==> config.mk <==
export PLATFORM = sky130hd
export DESIGN_NAME = coef_delay_bank
export DESIGN_NICKNAME = d
export VERILOG_FILES = /design/src/rtl/coef_delay_bank_pkg.sv /design/src/rtl/coef_ram_1r1w.sv /design/src/rtl/coef_delay_bank.sv
export SDC_FILE = /design/constraint.sdc
export NUM_CORES = 2
export LEC_CHECK = 0
export CELL_PAD_IN_SITES_DETAIL_PLACEMENT = 0
export CELL_PAD_IN_SITES_GLOBAL_PLACEMENT = 1
export CORE_MARGIN = 2
export CORE_UTILIZATION = 35
export CTS_BUF_LIST = sky130_fd_sc_hd__clkbuf_16
export DETAILED_ROUTE_END_ITERATION = 7
export PLACE_DENSITY = 0.65
export SYNTH_ARGS = -nofsm -noshare
export SYNTH_HDL_FRONTEND = slang
export SYNTH_SLANG_ARGS = --single-unit
export TNS_END_PERCENT = 20
==> constraint.sdc <==
create_clock -name clk -period 5.4 [get_ports clk]
set_clock_uncertainty 0.05 [all_clocks]
set_input_delay 1.62 -clock clk [delete_from_list [all_inputs] [get_ports clk]]
set_output_delay 1.62 -clock clk [all_outputs]
set_load 0.05 [all_outputs]
==> src/rtl/coef_delay_bank_pkg.sv <==
// Shared constants, FSM encoding and address helper for the MCAC coefficient delay bank.
package coef_delay_bank_pkg;
  localparam int CHANNELS = 32;
  localparam int NCOEF    = 8;
  localparam int WIDTH    = 16;
  localparam int CHAN_W   = $clog2(CHANNELS);
  localparam int IDX_BITS = $clog2(NCOEF);
  localparam int DEPTH    = CHANNELS * NCOEF;
  localparam int ADDR_W   = $clog2(DEPTH);

  typedef enum logic [1:0] {
    ST_INIT = 2'd0,
    ST_IDLE = 2'd1,
    ST_CLR  = 2'd2
  } state_e;

  localparam logic [2:0] IDX_A1 = 3'd0;
  localparam logic [2:0] IDX_A2 = 3'd1;
  localparam logic [2:0] IDX_B1 = 3'd2;
  localparam logic [2:0] IDX_B2 = 3'd3;
  localparam logic [2:0] IDX_B3 = 3'd4;
  localparam logic [2:0] IDX_B4 = 3'd5;
  localparam logic [2:0] IDX_B5 = 3'd6;
  localparam logic [2:0] IDX_B6 = 3'd7;

  function automatic logic [ADDR_W-1:0] coef_addr(input logic [CHAN_W-1:0] chan,
                                                  input logic [IDX_BITS-1:0] idx);
    return {chan, idx};
  endfunction
endpackage

==> src/rtl/coef_ram_1r1w.sv <==
// Coefficient storage: unreset array, synchronous write, registered read (read-before-write).
module coef_ram_1r1w
  import coef_delay_bank_pkg::*;
(
  input  logic              clk,
  input  logic              reset,
  input  logic              we,
  input  logic [ADDR_W-1:0] waddr,
  input  logic [WIDTH-1:0]  wdata,
  input  logic              re,
  input  logic [ADDR_W-1:0] raddr,
  output logic [WIDTH-1:0]  rdata
);
  logic [WIDTH-1:0] mem_q [DEPTH];
  logic [WIDTH-1:0] rdata_d;
  logic [WIDTH-1:0] rdata_q;

  // Read data holds between reads; the array read sees the pre-write contents.
  always_comb begin
    if (re) begin
      rdata_d = mem_q[raddr];
    end else begin
      rdata_d = rdata_q;
    end
  end

  // Array write port; contents are zeroed by the sweep, not by reset.
  always_ff @(posedge clk) begin
    if (we) begin
      mem_q[waddr] <= wdata;
    end
  end

  // Read data register.
  always_ff @(posedge clk) begin
    if (reset) begin
      rdata_q <= '0;
    end else begin
      rdata_q <= rdata_d;
    end
  end

  assign rdata = rdata_q;
endmodule

==> src/rtl/coef_delay_bank.sv <==
// Per-channel delay storage for the MCAC predictor coefficients, with power-up sweep and
// per-channel clear.
module coef_delay_bank
  import coef_delay_bank_pkg::*;
#(
  parameter int IDX_W = 3
) (
  input  logic              clk,
  input  logic              reset,
  input  logic              scan_in0,
  input  logic              scan_in1,
  input  logic              scan_in2,
  input  logic              scan_in3,
  input  logic              scan_in4,
  input  logic              scan_enable,
  input  logic              test_mode,
  output logic              scan_out0,
  output logic              scan_out1,
  output logic              scan_out2,
  output logic              scan_out3,
  output logic              scan_out4,
  input  logic              wr_valid,
  output logic              wr_ready,
  input  logic [CHAN_W-1:0] wr_chan,
  input  logic [IDX_W-1:0]  wr_idx,
  input  logic [WIDTH-1:0]  AnR,
  input  logic              rd_req,
  output logic              rd_ready,
  input  logic [CHAN_W-1:0] rd_chan,
  input  logic [IDX_W-1:0]  rd_idx,
  output logic              rd_valid,
  output logic [WIDTH-1:0]  AnD,
  input  logic              clr_req,
  input  logic [CHAN_W-1:0] clr_chan,
  output logic              busy
);
  state_e              state_q, state_d;
  logic [ADDR_W-1:0]   ptr_q, ptr_d;
  logic [CHAN_W-1:0]   clr_chan_q, clr_chan_d;
  logic                rd_valid_q, rd_valid_d;
  logic                rd_zero_q, rd_zero_d;
  logic                wr_idx_ok, rd_idx_ok;
  logic                ram_we, ram_re;
  logic [ADDR_W-1:0]   ram_waddr, ram_raddr;
  logic [WIDTH-1:0]    ram_wdata, ram_rdata;
  logic                scan_unused;

  assign scan_unused = ^{scan_in0, scan_in1, scan_in2, scan_in3, scan_in4, scan_enable, test_mode};
  assign scan_out0 = 1'b0;
  assign scan_out1 = 1'b0;
  assign scan_out2 = 1'b0;
  assign scan_out3 = 1'b0;
  assign scan_out4 = 1'b0;

  assign wr_idx_ok = (int'(wr_idx) < NCOEF);
  assign rd_idx_ok = (int'(rd_idx) < NCOEF);
  assign ram_raddr = coef_addr(rd_chan, rd_idx[IDX_BITS-1:0]);

  // Sequencing of sweep/clear and arbitration of the single write port.
  always_comb begin
    state_d    = state_q;
    ptr_d      = ptr_q;
    clr_chan_d = clr_chan_q;
    rd_valid_d = 1'b0;
    rd_zero_d  = rd_zero_q;
    ram_we     = 1'b0;
    ram_re     = 1'b0;
    ram_waddr  = ptr_q;
    ram_wdata  = '0;
    case (state_q)
      ST_INIT: begin
        ram_we = 1'b1;
        if (ptr_q == ADDR_W'(DEPTH - 1)) begin
          state_d = ST_IDLE;
          ptr_d   = '0;
        end else begin
          ptr_d = ptr_q + ADDR_W'(1);
        end
      end
      ST_IDLE: begin
        ram_we     = wr_valid & wr_idx_ok;
        ram_waddr  = coef_addr(wr_chan, wr_idx[IDX_BITS-1:0]);
        ram_wdata  = AnR;
        ram_re     = rd_req & rd_idx_ok;
        rd_valid_d = rd_req;
        if (rd_req) begin
          rd_zero_d = ~rd_idx_ok;
        end else begin
          rd_zero_d = rd_zero_q;
        end
        // Same-cycle write/read still complete; the clear then overwrites clr_chan.
        if (clr_req) begin
          state_d    = ST_CLR;
          clr_chan_d = clr_chan;
          ptr_d      = '0;
        end else begin
          state_d = ST_IDLE;
        end
      end
      ST_CLR: begin
        ram_we    = 1'b1;
        ram_waddr = coef_addr(clr_chan_q, ptr_q[IDX_BITS-1:0]);
        if (ptr_q[IDX_BITS-1:0] == IDX_BITS'(NCOEF - 1)) begin
          state_d = ST_IDLE;
          ptr_d   = '0;
        end else begin
          ptr_d = ptr_q + ADDR_W'(1);
        end
      end
      default: begin
        state_d = ST_INIT;
        ptr_d   = '0;
      end
    endcase
  end

  // Control state registers.
  always_ff @(posedge clk) begin
    if (reset) begin
      state_q    <= ST_INIT;
      ptr_q      <= '0;
      clr_chan_q <= '0;
      rd_valid_q <= 1'b0;
      rd_zero_q  <= 1'b0;
    end else begin
      state_q    <= state_d;
      ptr_q      <= ptr_d;
      clr_chan_q <= clr_chan_d;
      rd_valid_q <= rd_valid_d;
      rd_zero_q  <= rd_zero_d;
    end
  end

  coef_ram_1r1w u_ram (
    .clk   (clk),
    .reset (reset),
    .we    (ram_we),
    .waddr (ram_waddr),
    .wdata (ram_wdata),
    .re    (ram_re),
    .raddr (ram_raddr),
    .rdata (ram_rdata)
  );

  assign wr_ready = (state_q == ST_IDLE);
  assign rd_ready = (state_q == ST_IDLE);
  assign busy     = (state_q != ST_IDLE);
  assign rd_valid = rd_valid_q;
  assign AnD      = rd_zero_q ? '0 : ram_rdata;
endmodule

; Yosys cells after proc, flatten, opt, wreduce, memory -nomap -nowiden
; Memory sizes are Yosys's and may differ from the RTL's. A register that Yosys moved wholly into a read port is not among the register bits.
; Cells that the tools add are included.
; Widths: inputs -> output; s select.
[word_totals]
ram_bits = 4096
reg_bits = 16
out_inout_bits = 25
inputBits = 49
n_memories = 1
elab_cells = 32
[op_classes]
eq_ne = 8
reduce_logical = 4
n_addsub = 1
mux = 14
[memory_table]
columns = memory, depth, word_bits, read_ports, rd_clocked_by_memory_dff, write_ports, line_no
row1 = u_ram.mem_q, 256, 16, 1, 1, 1, coef_ram_1r1w.sv:14  ; logic [WIDTH-1:0] mem_q [DEPTH];
[op_table]
columns = cell, n
row1 = $mux 8, 3
row2 = $pmux 8 s3, 1
row3 = $mux 16, 1
row4 = $pmux 8 s2, 1
row5 = $add 8x1->8 const B, 1
row6 = $eq 8x8->1 const B, 1
row7 = $mux 2, 3
row8 = $pmux 2 s3, 1
row9 = $ne 2x1->1 const B, 2
row10 = $ne 2x2->1 const B, 2
row11 = $reduce_and 2->1, 2
row12 = $eq 3x3->1 const B, 1
row13 = $mux 1, 3
row14 = $eq 2x1->1 const B, 1
row15 = $eq 2x2->1 const B, 1
row16 = $logic_not 2->1, 1
row17 = $pmux 1 s2, 1
row18 = $reduce_or 2->1, 1

; Longest topological paths before layout
[depth]
depth_word = 5
depth_mapped = 14
mapped_depth_nobuf = 9

; Modules after synthesis
; From an unflattened synthesis, not the netlist that was laid out.
[hier_totals]
hier_cells = 7734
area_unflattened_um2 = 160079.8
[modules_own_cells]
columns = module, n_inst, area_per_inst_um2, seq_area_each_um2, cells_each
row1 = coef_ram_1r1w, 1, 158948.7, 123318.3, 7586
row2 = coef_delay_bank, 1, 1131.1, 320.3, 148

; Worst setup path before layout
; Ideal clock, no wire load.
[synth_timing]
path_kind = reg2reg
start = register state_q[1]
end = memory u_ram.mem_q[0][0] (data pin)
path_stages_with_launch = 7
synth_period_minus_slack_ps = 5829
setup_time_ps = 867
t_arrival_ps = 4912
slack_ps = -429
t_required_ps = 4483
n_path_buf = 3
path_cell_list = dfxtp_1 inv_1 ha_1 clkbuf_1 buf_6 clkbuf_1 and2_1
[synth_between]
elab_chain_cells = 2
[synth_rtl]
columns = element, line_no
row1 = start: declaration, coef_delay_bank.sv:37  ; state_e state_q, state_d;
row2 = start signal: assignment, coef_delay_bank.sv:126  ; state_q <= state_d;
row3 = $eq 2x1->1, -
row4 = net rd_ready, coef_delay_bank.sv:28  ; output logic rd_ready,
row5 = $mux 16, coef_delay_bank.sv:70  ; case (state_q)
row6 = net ram_wdata[0], coef_delay_bank.sv:45  ; logic [WIDTH-1:0] ram_wdata, ram_rdata;
row7 = end: declaration, coef_ram_1r1w.sv:14
; The timed path passes the listed nets, and every way through them passes these cells.

; Final worst setup path
[layout_timing]
start = register state_q[1]
end = output port wr_ready
[layout_between]
elab_chain_cells = 1
[layout_rtl]
columns = element, line_no
row1 = $eq 2x1->1, coef_delay_bank.sv:145  ; assign wr_ready = (state_q == ST_IDLE);
row2 = end: declaration, coef_delay_bank.sv:23  ; output logic wr_ready,
; Every way passes these cells.

==> metrics <==
CTS Sinks=4,128; Synth warnings=0; RSZ-0062 raised after global routing=no; top-count cell post-synth=edfxtp_1; IO Pins=74; minimum clock period=4.71 ns; post-route ant nets=0; global route overflow=0; clk root buf=clkbuf_16; ratio of cells with drive above 1 in the final layout=0.245; R2R Path Start=state_q[1]; synthesized flop and latch total=4,128; drc violations=0; crit start category=flop; fmax=0.212 GHz; Die Footprint=463,000 um^2; chip height=680 um; wire length per cell=29.8 um; fin crit share=0.873; WP depth=3; Post-synth EDFFs=4,096; CTS Buf Count=405; first-pass GRT wire length=620,000 um; outcome=finished, final reports clean; Worst-Skew Late Latency=1.00 ns; Initial DRC Count=9,529; maximum vdd drop=0.000314 V; critical path capture point=wr_ready; Mean Syn Cell Area=20.8 um^2; input/output buffers=61; Crit path arrival time=3.04 ns; hold crit path type=reg2reg; DR vias=81,568; # resized after CTS=0; Post-CTS Setup Bufs=0; nets@finish=8,561; Area Overhead vs Synth=16.0%; FF-to-FF setup slack=1.56 ns; sequential share of the synthesized area=0.772; commonest cells in the netlist=4,096 x edfxtp_1, 677 x mux2i_1, 648 x mux4_2; final wirelength=443,000 um; critical-path cell list=inv_1 -> ha_2 -> clkdlybuf4s50_1; die width=680 um; r2r endpoint=u_ram.rdata[12]; Worst-path clk slew=0.06 ns; largest net degree at the start of global routing=153; vias in the first global route=81,127; row count=248; Max-cap violations=0; Max stage delay on crit path=0.96 ns; Hold Fails Final Rpt=0; dpl ws=0.000287 ns; buffers and inverters on the worst path=2; Syn Inst Count=7,713; design area=186,000 um^2; min setup slack post-route=0.688 ns; Power Density=368 nW/um^2; gpl congestion=0.875; initial antenna violation count=20; Final setup violation count=0; TritonCTS clock tree=built; Worst setup EP type=primary output; Crit Path Category=reg2out; core area=456,000 um^2; GRT Total Usage=0.186; crit-path leading delay family=buffers and inverters; largest area contributor in the netlist=edfxtp_1; Final HPWL DP=279,000 um; Worst setup startpoint=state_q[1]; Post-DP Area=173,000 um^2; Worst Tran Pin Value=1.26 ns; CTS H-tree lvls=5; worst-path maximum fanout=40; Synth area leaders=edfxtp_1 77%, mux4_2 9.1%, mux2i_1 4.2%; Post-CTS Hold Fix Bufs=0; mapped cell area=160,000 um^2; Pleak=60.0 nW; initial core utilization=0.351; Post-synth ARST share=0; Distinct cells, synth=77; Max stage delay cell, worst path=clkdlybuf4s50_1; FF-to-FF path depth=10; drt pass-1 iters=6; Yosys top cell area share=0.768; via/cell ratio=5.49; ys flop type=edfxtp_1; WP data required=3.73 ns; Max Root-Sink Buffers=4; Slew HR=0.163; Pins Over Slew Limit=0
-- worst min-delay path, stage by stage (launching register included) --
cell and delay, ns:
dfxtp_1 0.31, nand2_1 0.05, a21oi_1 0.05
-- routing by layer --
layer  track usage  wire (um)  up-vias
met4        0.0517      13200        6
met3        0.0309      32500      565
met5             0         34        -
li1              -          -    33920
met2         0.306     213000     3282
met1         0.257     184000    43795
-- flip-flops by register name (all words and copies together), names as in the netlist --
signal and count:
u_ram.mem_q 4096, u_ram.rdata 16, ptr_q 8, clr_chan_q 5
state_q 2, rd_valid 1
-- cell type report --
| type | count | area [um^2] |
|---|---|---|
| fillers | 39679 | 270000 |
| flip-flops and latches | 4128 | 124000 |
| multi-input cells | 3122 | 33400 |
| clock buffers | 406 | 10200 |
| repair buffers | 840 | 7940 |
| well taps | 6000 | 7510 |
| clock inverters | 340 | 3070 |
| inverters | 9 | 41.3 |
| diodes | 8 | 20.0 |
-- worst min-delay path by stage --
stage	from	to	slack, ns	cells past startpoint
final	clr_chan_q[3]	clr_chan_q[3]	0.41	2
after global routing	clr_chan_q[3]	clr_chan_q[3]	0.44	2
after CTS	clr_chan_q[1]	clr_chan_q[1]	0.41	2
after detailed placement	clr_chan_q[1]	clr_chan_q[1]	0.40	2
after global placement	clr_chan_q[3]	clr_chan_q[3]	0.40	2
after floorplan	clr_chan_q[0]	clr_chan_q[0]	0.39	2
-- cell families (layout without fill, tap and decap cells) --
| family | count (synthesis) | count (layout) | share of synthesized area |
|---|---|---|---|
| buf+inv | 467 | 1595 | 0.0217 |
| other cells | 1 | 13 | 0.0000234 |
| flops | 4128 | 4128 | 0.772 |
| xor+xnor | 5 | 5 | 0.000273 |
| compound gates | 924 | 924 | 0.0397 |
| mux | 1401 | 1401 | 0.145 |
| simple gates | 781 | 781 | 0.0213 |
| fa+ha+maj | 6 | 6 | 0.000469 |
-- through the flow --
| stage | hold WS, ns | utilization | power, mW | TNS [ns] | cells |
|---|---|---|---|---|---|
| 3_3_place_gp | 0.396 | 0.379 | 41.0 | -0.0105 | 14099 |
| 6_report | 0.409 | 0.408 | 68.4 | 0 | 14853 |
| 4_1_cts | 0.408 | 0.408 | 68.9 | 0 | 14845 |
| 5_1_grt | 0.435 | 0.408 | 70.3 | 0 | 14846 |
| 2_1_floorplan | 0.387 | - | 39.0 | -984.64 | 7717 |
| 3_5_place_dp | 0.399 | 0.379 | 41.1 | 0 | 14099 |
-- cells in the final DEF, fill, tap and decap left out, types with 12 or more instances in the layout --
master,n
mux4_1,62
clkinv_1,92
clkinv_2,93
o22ai_1,242
a2111oi_0,25
a221oi_1,45
dfxtp_1,32
clkinvlp_4,14
mux4_2,648
a211oi_1,74
o221ai_1,98
nand3_1,52
nor3_1,40
clkdlybuf4s50_1,56
o21ai_0,109
nor2_2,71
a22oi_1,82
nor4_1,23
buf_4,663
o211ai_1,12
nand4_1,15
a21oi_1,125
and2_1,14
nand2_1,200
nor2_1,289
inv_1,69
bufinv_16,44
mux2_2,14
edfxtp_1,4096
mux2i_1,677
clkbuf_16,406
buf_12,116
and2_4,17
a22o_1,27
-- power breakdown --
| group | leakage [nW] | total [mW] | internal (mW) | switching, mW |
|---|---|---|---|---|
| combinational | 16.1 | 4.50 | 1.35 | 3.15 |
| clock | 6.72 | 28.1 | 15.9 | 12.2 |
| sequential | 37.2 | 35.9 | 35.8 | 0.0845 |
Power figures use the tool's default switching activity.
